$ cat config.mk
export PLATFORM = sky130hd
export DESIGN_NAME = pc_fetch_sequencer_flat
export DESIGN_NICKNAME = d
export VERILOG_FILES = /design/src/rtl/pc_fetch_sequencer_if.sv /design/src/rtl/pc_fetch_sequencer.sv /design/src/flat_wrapper.sv
export SDC_FILE = /design/constraint.sdc
export NUM_CORES = 1
export LEC_CHECK = 0
export ABC_CLOCK_PERIOD_IN_PS = 3100
export CORE_MARGIN = 3
export CORE_UTILIZATION = 52
export DETAILED_ROUTE_END_ITERATION = 16
export PLACE_DENSITY = 0.88
export SLEW_MARGIN = 10
export SYNTH_ARGS = -nofsm -noshare
export SYNTH_HDL_FRONTEND = slang
export SYNTH_SLANG_ARGS = --single-unit
export TNS_END_PERCENT = 10
$ cat constraint.sdc
create_clock -name clk -period 3.1 [get_ports clk]
set_input_delay 0.31 -clock clk [delete_from_list [all_inputs] [get_ports clk]]
set_output_delay 0.31 -clock clk [all_outputs]
set_load 0.01 [all_outputs]
$ cat src/rtl/pc_fetch_sequencer_if.sv
// pc_fetch_sequencer_if: control, redirect, imem handshake and status bundle for the fetch sequencer.
// master is the sequencer side; slave is the core/imem side.
interface pc_fetch_sequencer_if #(parameter int XLEN = 32);
  logic            start;
  logic            halt;
  logic            stall;
  logic            redirect_valid;
  logic [XLEN-1:0] redirect_addr;
  logic            imem_req;
  logic [XLEN-1:0] imem_addr;
  logic            imem_gnt;
  logic [XLEN-1:0] pc_out;
  logic            instr_valid;
  logic            busy;
  logic            timeout;
  logic            trap;
  modport master (
    input  start, halt, stall, redirect_valid, redirect_addr, imem_gnt,
    output imem_req, imem_addr, pc_out, instr_valid, busy, timeout, trap
  );
  modport slave (
    output start, halt, stall, redirect_valid, redirect_addr, imem_gnt,
    input  imem_req, imem_addr, pc_out, instr_valid, busy, timeout, trap
  );
endinterface

$ cat src/rtl/pc_fetch_sequencer.sv
// pc_fetch_sequencer: owns the PC and runs a single-outstanding imem req/gnt fetch with sticky timeout.
// Define MISALIGN_TRAP_EN to send misaligned redirects to TRAP_VECTOR with a one-cycle trap pulse.
module pc_fetch_sequencer #(
  parameter int              XLEN         = 32,
  parameter logic [XLEN-1:0] RESET_VECTOR = '0,
  parameter logic [XLEN-1:0] TRAP_VECTOR  = XLEN'('h100),
  parameter int              TIMEOUT_CYC  = 16
) (
  input logic                  clk,
  input logic                  rst_n,
  pc_fetch_sequencer_if.master bus
);
  localparam int CW = $clog2(TIMEOUT_CYC);
  typedef enum logic [1:0] {IDLE, ISSUE, WAIT, HALTED} state_t;
  state_t          state_q, state_d;
  logic [XLEN-1:0] pc_q, pc_d, addr_q, addr_d, pend_addr_q, pend_addr_d;
  logic            req_q, req_d, iv_q, iv_d, to_q, to_d, trap_q, trap_d;
  logic            pend_v_q, pend_v_d, pend_trap_q, pend_trap_d;
  logic [CW-1:0]   cnt_q, cnt_d;
  logic            mis;
  logic [XLEN-1:0] eff;
`ifdef MISALIGN_TRAP_EN
  assign mis = |bus.redirect_addr[1:0];
`else
  assign mis = 1'b0;
`endif
  assign eff = mis ? TRAP_VECTOR : (bus.redirect_addr & ~XLEN'(3));
  always_ff @(posedge clk or negedge rst_n) begin
    if (!rst_n) begin
      state_q     <= IDLE;
      pc_q        <= RESET_VECTOR;
      addr_q      <= RESET_VECTOR;
      pend_addr_q <= '0;
      req_q       <= 1'b0;
      iv_q        <= 1'b0;
      to_q        <= 1'b0;
      trap_q      <= 1'b0;
      pend_v_q    <= 1'b0;
      pend_trap_q <= 1'b0;
      cnt_q       <= '0;
    end else begin
      state_q     <= state_d;
      pc_q        <= pc_d;
      addr_q      <= addr_d;
      pend_addr_q <= pend_addr_d;
      req_q       <= req_d;
      iv_q        <= iv_d;
      to_q        <= to_d;
      trap_q      <= trap_d;
      pend_v_q    <= pend_v_d;
      pend_trap_q <= pend_trap_d;
      cnt_q       <= cnt_d;
    end
  end
  always_comb begin
    state_d     = state_q;
    pc_d        = pc_q;
    addr_d      = addr_q;
    pend_addr_d = pend_addr_q;
    req_d       = req_q;
    iv_d        = 1'b0;
    to_d        = to_q;
    trap_d      = 1'b0;
    pend_v_d    = pend_v_q;
    pend_trap_d = pend_trap_q;
    cnt_d       = cnt_q;
    case (state_q)
      IDLE, HALTED: begin
        if (bus.redirect_valid) begin
          pc_d     = eff;
          trap_d   = mis;
          pend_v_d = 1'b0;
        end
        if (bus.start) state_d = ISSUE;
      end
      ISSUE: begin
        if (bus.redirect_valid) begin
          pc_d     = eff;
          trap_d   = mis;
          pend_v_d = 1'b0;
        end
        // a redirect in the would-be launch cycle holds off the launch by one cycle
        if (bus.halt) state_d = HALTED;
        else if (!bus.redirect_valid && !bus.stall) begin
          state_d = WAIT;
          req_d   = 1'b1;
          addr_d  = pc_q;
          cnt_d   = '0;
        end
      end
      WAIT: begin
        if (bus.imem_gnt) begin
          state_d  = ISSUE;
          req_d    = 1'b0;
          iv_d     = 1'b1;
          pend_v_d = 1'b0;
          pc_d     = bus.redirect_valid ? eff : pend_v_q ? pend_addr_q : pc_q + XLEN'(4);
          trap_d   = bus.redirect_valid ? mis : pend_v_q & pend_trap_q;
        end else begin
          if (bus.redirect_valid) begin
            pend_v_d    = 1'b1;
            pend_addr_d = eff;
            pend_trap_d = mis;
          end
          cnt_d = cnt_q + CW'(1);
          if (cnt_q == CW'(TIMEOUT_CYC - 1)) begin
            to_d    = 1'b1;
            req_d   = 1'b0;
            state_d = HALTED;
          end
        end
      end
      default: state_d = IDLE;
    endcase
  end
  assign bus.imem_req    = req_q;
  assign bus.imem_addr   = addr_q;
  assign bus.pc_out      = pc_q;
  assign bus.instr_valid = iv_q;
  assign bus.busy        = (state_q == ISSUE) || (state_q == WAIT);
  assign bus.timeout     = to_q;
  assign bus.trap        = trap_q;
endmodule

$ cat src/flat_wrapper.sv
// flat-port wrapper written by rule: the top's interface ports become plain ports
module pc_fetch_sequencer_flat 
#(
  parameter int              XLEN         = 32,
  parameter logic [XLEN-1:0] RESET_VECTOR = '0,
  parameter logic [XLEN-1:0] TRAP_VECTOR  = XLEN'('h100),
  parameter int              TIMEOUT_CYC  = 16
)
  (clk, rst_n, bus_start, bus_halt, bus_stall, bus_redirect_valid, bus_redirect_addr, bus_imem_gnt, bus_imem_req, bus_imem_addr, bus_pc_out, bus_instr_valid, bus_busy, bus_timeout, bus_trap);
  pc_fetch_sequencer_if #(.XLEN(XLEN)) bus_i ();
  input logic clk;
  input logic rst_n;
  input wire logic [$bits(bus_i.start)-1:0] bus_start;
  input wire logic [$bits(bus_i.halt)-1:0] bus_halt;
  input wire logic [$bits(bus_i.stall)-1:0] bus_stall;
  input wire logic [$bits(bus_i.redirect_valid)-1:0] bus_redirect_valid;
  input wire logic [$bits(bus_i.redirect_addr)-1:0] bus_redirect_addr;
  input wire logic [$bits(bus_i.imem_gnt)-1:0] bus_imem_gnt;
  output wire logic [$bits(bus_i.imem_req)-1:0] bus_imem_req;
  output wire logic [$bits(bus_i.imem_addr)-1:0] bus_imem_addr;
  output wire logic [$bits(bus_i.pc_out)-1:0] bus_pc_out;
  output wire logic [$bits(bus_i.instr_valid)-1:0] bus_instr_valid;
  output wire logic [$bits(bus_i.busy)-1:0] bus_busy;
  output wire logic [$bits(bus_i.timeout)-1:0] bus_timeout;
  output wire logic [$bits(bus_i.trap)-1:0] bus_trap;
  assign bus_i.start = bus_start;
  assign bus_i.halt = bus_halt;
  assign bus_i.stall = bus_stall;
  assign bus_i.redirect_valid = bus_redirect_valid;
  assign bus_i.redirect_addr = bus_redirect_addr;
  assign bus_i.imem_gnt = bus_imem_gnt;
  assign bus_imem_req = bus_i.imem_req;
  assign bus_imem_addr = bus_i.imem_addr;
  assign bus_pc_out = bus_i.pc_out;
  assign bus_instr_valid = bus_i.instr_valid;
  assign bus_busy = bus_i.busy;
  assign bus_timeout = bus_i.timeout;
  assign bus_trap = bus_i.trap;
  pc_fetch_sequencer #(.XLEN(XLEN), .RESET_VECTOR(RESET_VECTOR), .TRAP_VECTOR(TRAP_VECTOR), .TIMEOUT_CYC(TIMEOUT_CYC)) u_core (.clk(clk), .rst_n(rst_n), .bus(bus_i));
endmodule
# Word-level counts from Yosys, hierarchy flattened
# Index checks and enable logic that the tools add are counted.
# totals
mem_bits_rw,0
latchBits,0
reg_bits,105
wordCells,71
output_inout_bits,69
memories,0
rom_bits,0
# classes
n_div,0
order_cmp,0
addsub,2
shifts,0
bitwise,2
n_mux,27
reduce_logical,17
n_eq_ne,13
multipliers,0
# op_table
operator,count
$mux W32,4
$pmux W32 S2,1
$add A32 B3 Y32 const B,1
$mux W4,3
$reduce_and A3 Y1,4
$mux W1,10
$mux W2,5
$ne A2 B2 Y1 const B,4
$pmux W4 S2,1
$reduce_and A4 Y1,2
$ne A3 B2 Y1 const B,2
$pmux W2 S3,1
$add A4 B1 Y4 const B,1
$eq A2 B2 Y1 const B,2
$eq A4 B4 Y1 const B,1
$ne A2 B1 Y1 const B,2
$pmux W1 S2,2
$reduce_and A2 Y1,2
$reduce_or A4 Y1,1
$ne A3 B3 Y1 const B,1
$reduce_or A3 Y1,1
$eq A2 B1 Y1 const B,1
$logic_not A1 Y1,2
$logic_not A2 Y1,1
5 further kinds,6

# Logic depth before layout (Yosys ltp)
# logic_depth
ltp_word,5
depth_mapped,9
ltp_nobuf,7

# Worst setup path before layout
# No wires, ideal clock.
# synth_timing
kind,reg-to-reg
from,"register u_core.pc_q[5], in the netlist u_core.bus.pc_out[5]"
to,"register u_core.pc_q[21], in the netlist u_core.bus.pc_out[21]"
setup_time_ns,0.131
arrival_time_ns,1.941
path_buffers,2
setup_slack_ns,1.028
path_stages_with_launch,8
cell_sequence,dfrtp_1 buf_2 nand4_2 or4_1 buf_2 or4_1 o211ai_1 a22oi_1
# synth_between
elab_chain_len,5
# synth_rtl
element,line_no,source
start: declaration,pc_fetch_sequencer.sv:16,"logic [XLEN-1:0] pc_q, pc_d, addr_q, addr_d, pend_addr_q, pend_addr_d;"
start signal: assignment,pc_fetch_sequencer.sv:43,pc_q <= pc_d;
$add A32 B3 Y32,pc_fetch_sequencer.sv:97,pc_d = bus.redirect_valid ? eff : pend_v_q ? pend_addr_q : pc_q + XLEN'(4);
$mux W32 (2 in a row),pc_fetch_sequencer.sv:97,
$mux W32,pc_fetch_sequencer.sv:92,if (bus.imem_gnt) begin
$pmux W32 S2,pc_fetch_sequencer.sv:67,case (state_q)
# No other way between the ends. The select of a mux whose other input is x is not followed.
# A chain may end at the register's enable or synchronous reset.

# Final worst setup path
# layout_timing
from,register u_core.state_q[0]
to,register u_core.cnt_q[2]
# layout_between
elab_chain_len,3
word_cells_on_any_way,8
classes_between,5 x eq/ne; 1 x mux; 2 x reduce/logical
# layout_rtl
element,line_no,source
start: declaration,pc_fetch_sequencer.sv:15,"state_t state_q, state_d;"
start signal: assignment,pc_fetch_sequencer.sv:42,state_q <= state_d;
$eq A2 B2 Y1 or $eq A2 B1 Y1 (tied branches),pc_fetch_sequencer.sv:67,
$ne A2 B2 Y1 (no source line) (tied with other cells),--,
$reduce_and A4 Y1 (no source line),--,
end signal: assignment,pc_fetch_sequencer.sv:52,cnt_q <= cnt_d;
end: declaration,pc_fetch_sequencer.sv:19,"logic [CW-1:0] cnt_q, cnt_d;"
# Several ways; a longest one is shown, not always the timed one.

==> flow_summary.ini <==
[routing]
wirelength_mm = 13.2
wl_per_cell_um = 20.1
drc_errors = 0
ant_nets = 0
vias_per_cell = 6.39
vias = 4181
drt_iter0_markers = 334
drt_pass1_iterations = 5

[synth]
syn_area_per_cell_um2 = 10.9
synthFlopType = dfrtp_1
yosysSeqAreaShare = 0.510
synth_edf_count = 0
ys_ff_latch = 100
synth_cell_types = 43
ys_warn_count = 0
async_flop_share = 1.00
netlist_instances = 448
synthesis.area_mm2 = 0.00490

[power]
p_per_area_mw_per_mm2 = 854
power.leakage_uw = 0.00257
irDropWorstVdd_mv = 0.546

[global_route]
antenna_found_initial = 0
grt_pass1_vias = 4238
grt_pass1_wl_mm = 21.0
grt.overflow.total = 0
track_usage = 0.255
grt_max_degree = 90

[setup_path]
critical_path_required_ns = 3.35
path_buf_inv = 2
cp_max_fo = 13
critPathKind = reg2reg
startpoint_type = flop
crit_chain = inv_1, ha_1, nand2b_1, buf_4, nor2_1, nand2_1, a21oi_1, mux2i_1
slowest_stage = dfrtp_1
crit_path_end_kind = flop
path_delay_family = simple AND/OR/NAND/NOR gates
rrSetupSlack_ns = 0.68
arrival_ns = 2.66
cp_slowest_stage_delay_ns = 0.41

[clocking]
clk_latency_ns = 0.36
cts_made_buffers = 9
cts.clk_slew.worst_paths_ns = 0.09
cts_sinks = 100
cts_hold_buf = 0
cts_tree = built
clock-root-buffer = clkbuf_8
cts_setup_buffers = 0
clk_path_buf_depth = 2
htree_num_levels = 3
ctsResizeCount = 0

[timing]
finalSetupTns_ns = 0
worst_pin_slew_ns = 1.11
hold_ws_ns = 0.145
min_period_ns = 2.42
finalCritPeriodShare = 0.779
final.setup.worst_slack_ns = 0.684
skew_ns = 0.00750
finalHoldViolations = 0
rsz0062_at_grt = no
setup_violations = 0
slew_violations = 0
fmax_mhz = 414
worst_slew_margin_rel = 0.258

[status]
status = finished clean

[placed_design]
dp_hpwl_mm = 9.07
io_buffers = 100
gp_congestion = 0.924
pre_cts_slack_ns = 0.691
placed_cells = 639

[die]
floorplan.rows = 34
start_util = 0.549
die_h_um = 103
io_pins = 108
dieArea_mm2 = 0.0106
core_area_mm2 = 0.00893
die_w_um = 103

[finish]
area_delta_synth_final_pct = 26.4
stdcell_count = 654
layout.nets = 585
drive_gt1_frac = 0.167
postLayoutCoreUtil = 0.694
diodes = 0

[job]
maxCapViolCount = 0

[min_path]
hold_class = in2async
cells by family after synthesis:
group,Yosys count,share of synthesized area
compound gates,95,0.119
xor+xnor,23,0.0411
fa+ha+maj,4,0.0102
buf+inv,42,0.0365
flops,100,0.510
mux,70,0.158
other cells,1,0.000765
simple gates,113,0.123
path summary, 6_finish.rpt:
path,end,from,cells after the start
worst min register to register,u_core.bus.imem_addr[11]$_DFFE_PN0P_,u_core.bus.imem_addr[11]$_DFFE_PN0P_,1
max in group asynchronous,u_core.bus.imem_addr[27]$_DFFE_PN0P_,rst_n,2
worst min-delay path,u_core.bus.imem_addr[13]$_DFFE_PN0P_,rst_n,1
worst max-delay path,u_core.cnt_q[2]$_DFFE_PN0P_,u_core.state_q[0]$_DFFE_PN0P_,8
min in group clk,u_core.bus.imem_addr[11]$_DFFE_PN0P_,u_core.bus.imem_addr[11]$_DFFE_PN0P_,1
worst max register to register,u_core.cnt_q[2]$_DFFE_PN0P_,u_core.state_q[0]$_DFFE_PN0P_,8
Yosys cell counts, types with 2 or more instances:
cell type / number / area, µm²
nor2_1: 11 / 41.3
nand4b_1: 2 / 17.5
dfrtp_1: 100 / 2500
or3_1: 4 / 25.0
buf_4: 5 / 37.5
o211ai_1: 3 / 22.5
o22ai_1: 11 / 68.8
o221ai_1: 2 / 17.5
buf_1: 4 / 15.0
nor4_2: 2 / 25.0
mux2_2: 60 / 676
xnor2_1: 12 / 105
ha_1: 4 / 50.1
xor2_1: 11 / 96.3
nand2b_1: 2 / 12.5
o21ai_0: 30 / 150
clkbuf_1: 22 / 82.6
a221oi_1: 15 / 131
mux2i_1: 9 / 90.1
nand4_1: 11 / 68.8
nand3_1: 15 / 75.1
and4_1: 2 / 17.5
nand2_1: 30 / 113
or4_1: 2 / 15.0
and3_1: 18 / 113
a21oi_1: 26 / 130
buf_2: 2 / 10.0
inv_1: 9 / 33.8
nor3_1: 10 / 50.1
state kept, by name (all words and copies together) (netlist names):
name and count:
u_core.bus.imem_addr 30, u_core.bus.imem_req 1, u_core.bus.instr_valid 1, u_core.bus.pc_out 30, u_core.bus.timeout 1, u_core.cnt_q 4, u_core.pend_addr_q 30, u_core.pend_v_q 1
u_core.state_q 2
cell usage in the layout (no fill, tap or decap), drive strengths merged, types with 2 or more instances in the layout:
cell / netlist / routed
ha: 4 / 4
o221ai: 2 / 2
clkbuf: 22 / 12
nor4: 3 / 3
mux2: 61 / 61
nand3: 15 / 15
and3: 18 / 18
clkdlybuf4s50: 0 / 99
nand4: 12 / 12
inv: 9 / 9
nor2: 11 / 11
xor2: 11 / 11
xnor2: 12 / 12
o211ai: 3 / 3
nand2: 30 / 30
buf: 11 / 13
mux2i: 9 / 9
and4: 2 / 2
a21oi: 26 / 26
a221oi: 15 / 15
o21ai: 31 / 31
o22ai: 11 / 11
or4: 2 / 2
nand4b: 2 / 2
conb: 1 / 5
or3: 4 / 4
dfrtp: 100 / 100
nand2b: 2 / 2
nor3: 10 / 10
power by group:
| group | switching (µW) | total (µW) | internal (µW) |
|---|---|---|---|
| Clock | 439 | 854 | 415 |
| Sequential | 498 | 2330 | 1840 |
| Combinational | 897 | 2110 | 1210 |
| Total | 1830 | 5300 | 3460 |
area by class of cell:
| class | instances | area, µm² |
|---|---|---|
| Fill cell | 632 | 2740 |
| Sequential cell | 100 | 2500 |
| Multi-Input combinational cell | 310 | 2240 |
| Timing Repair Buffer | 112 | 1090 |
| Clock buffer | 12 | 155 |
| Tap cell | 108 | 135 |
| Clock inverter | 3 | 46.3 |
| Inverter | 9 | 33.8 |
per-layer routing:
metal	share of wire	up-vias	GRT usage
met3	0.079	37	0.0419
met1	0.39	2071	0.326
met4	0.027	0	0.114
li1	-	1824	-
met2	0.50	249	0.427
met5	0	-	0
metrics by stage:
stage | instance area (µm²) | power (µW)
5_1_grt | 6200 | 5600
4_1_cts | 6200 | 5300
3_3_place_gp | 6000 | 4290
2_1_floorplan | 4920 | 3340
6_report | 6200 | 5300
3_5_place_dp | 6000 | 4440
worst register-to-register path, delay by kind of cell, from the launching register on:
kind | cells | cell delay [ns]
AOI/OAI and AO/OA | 1 | 0.19
adders and majority gates | 1 | 0.41
buffers and inverters | 2 | 0.37
DFF | 1 | 0.41
muxes | 1 | 0.09
and+or+nand+nor | 3 | 0.84
Power figures use the tool's default switching activity.
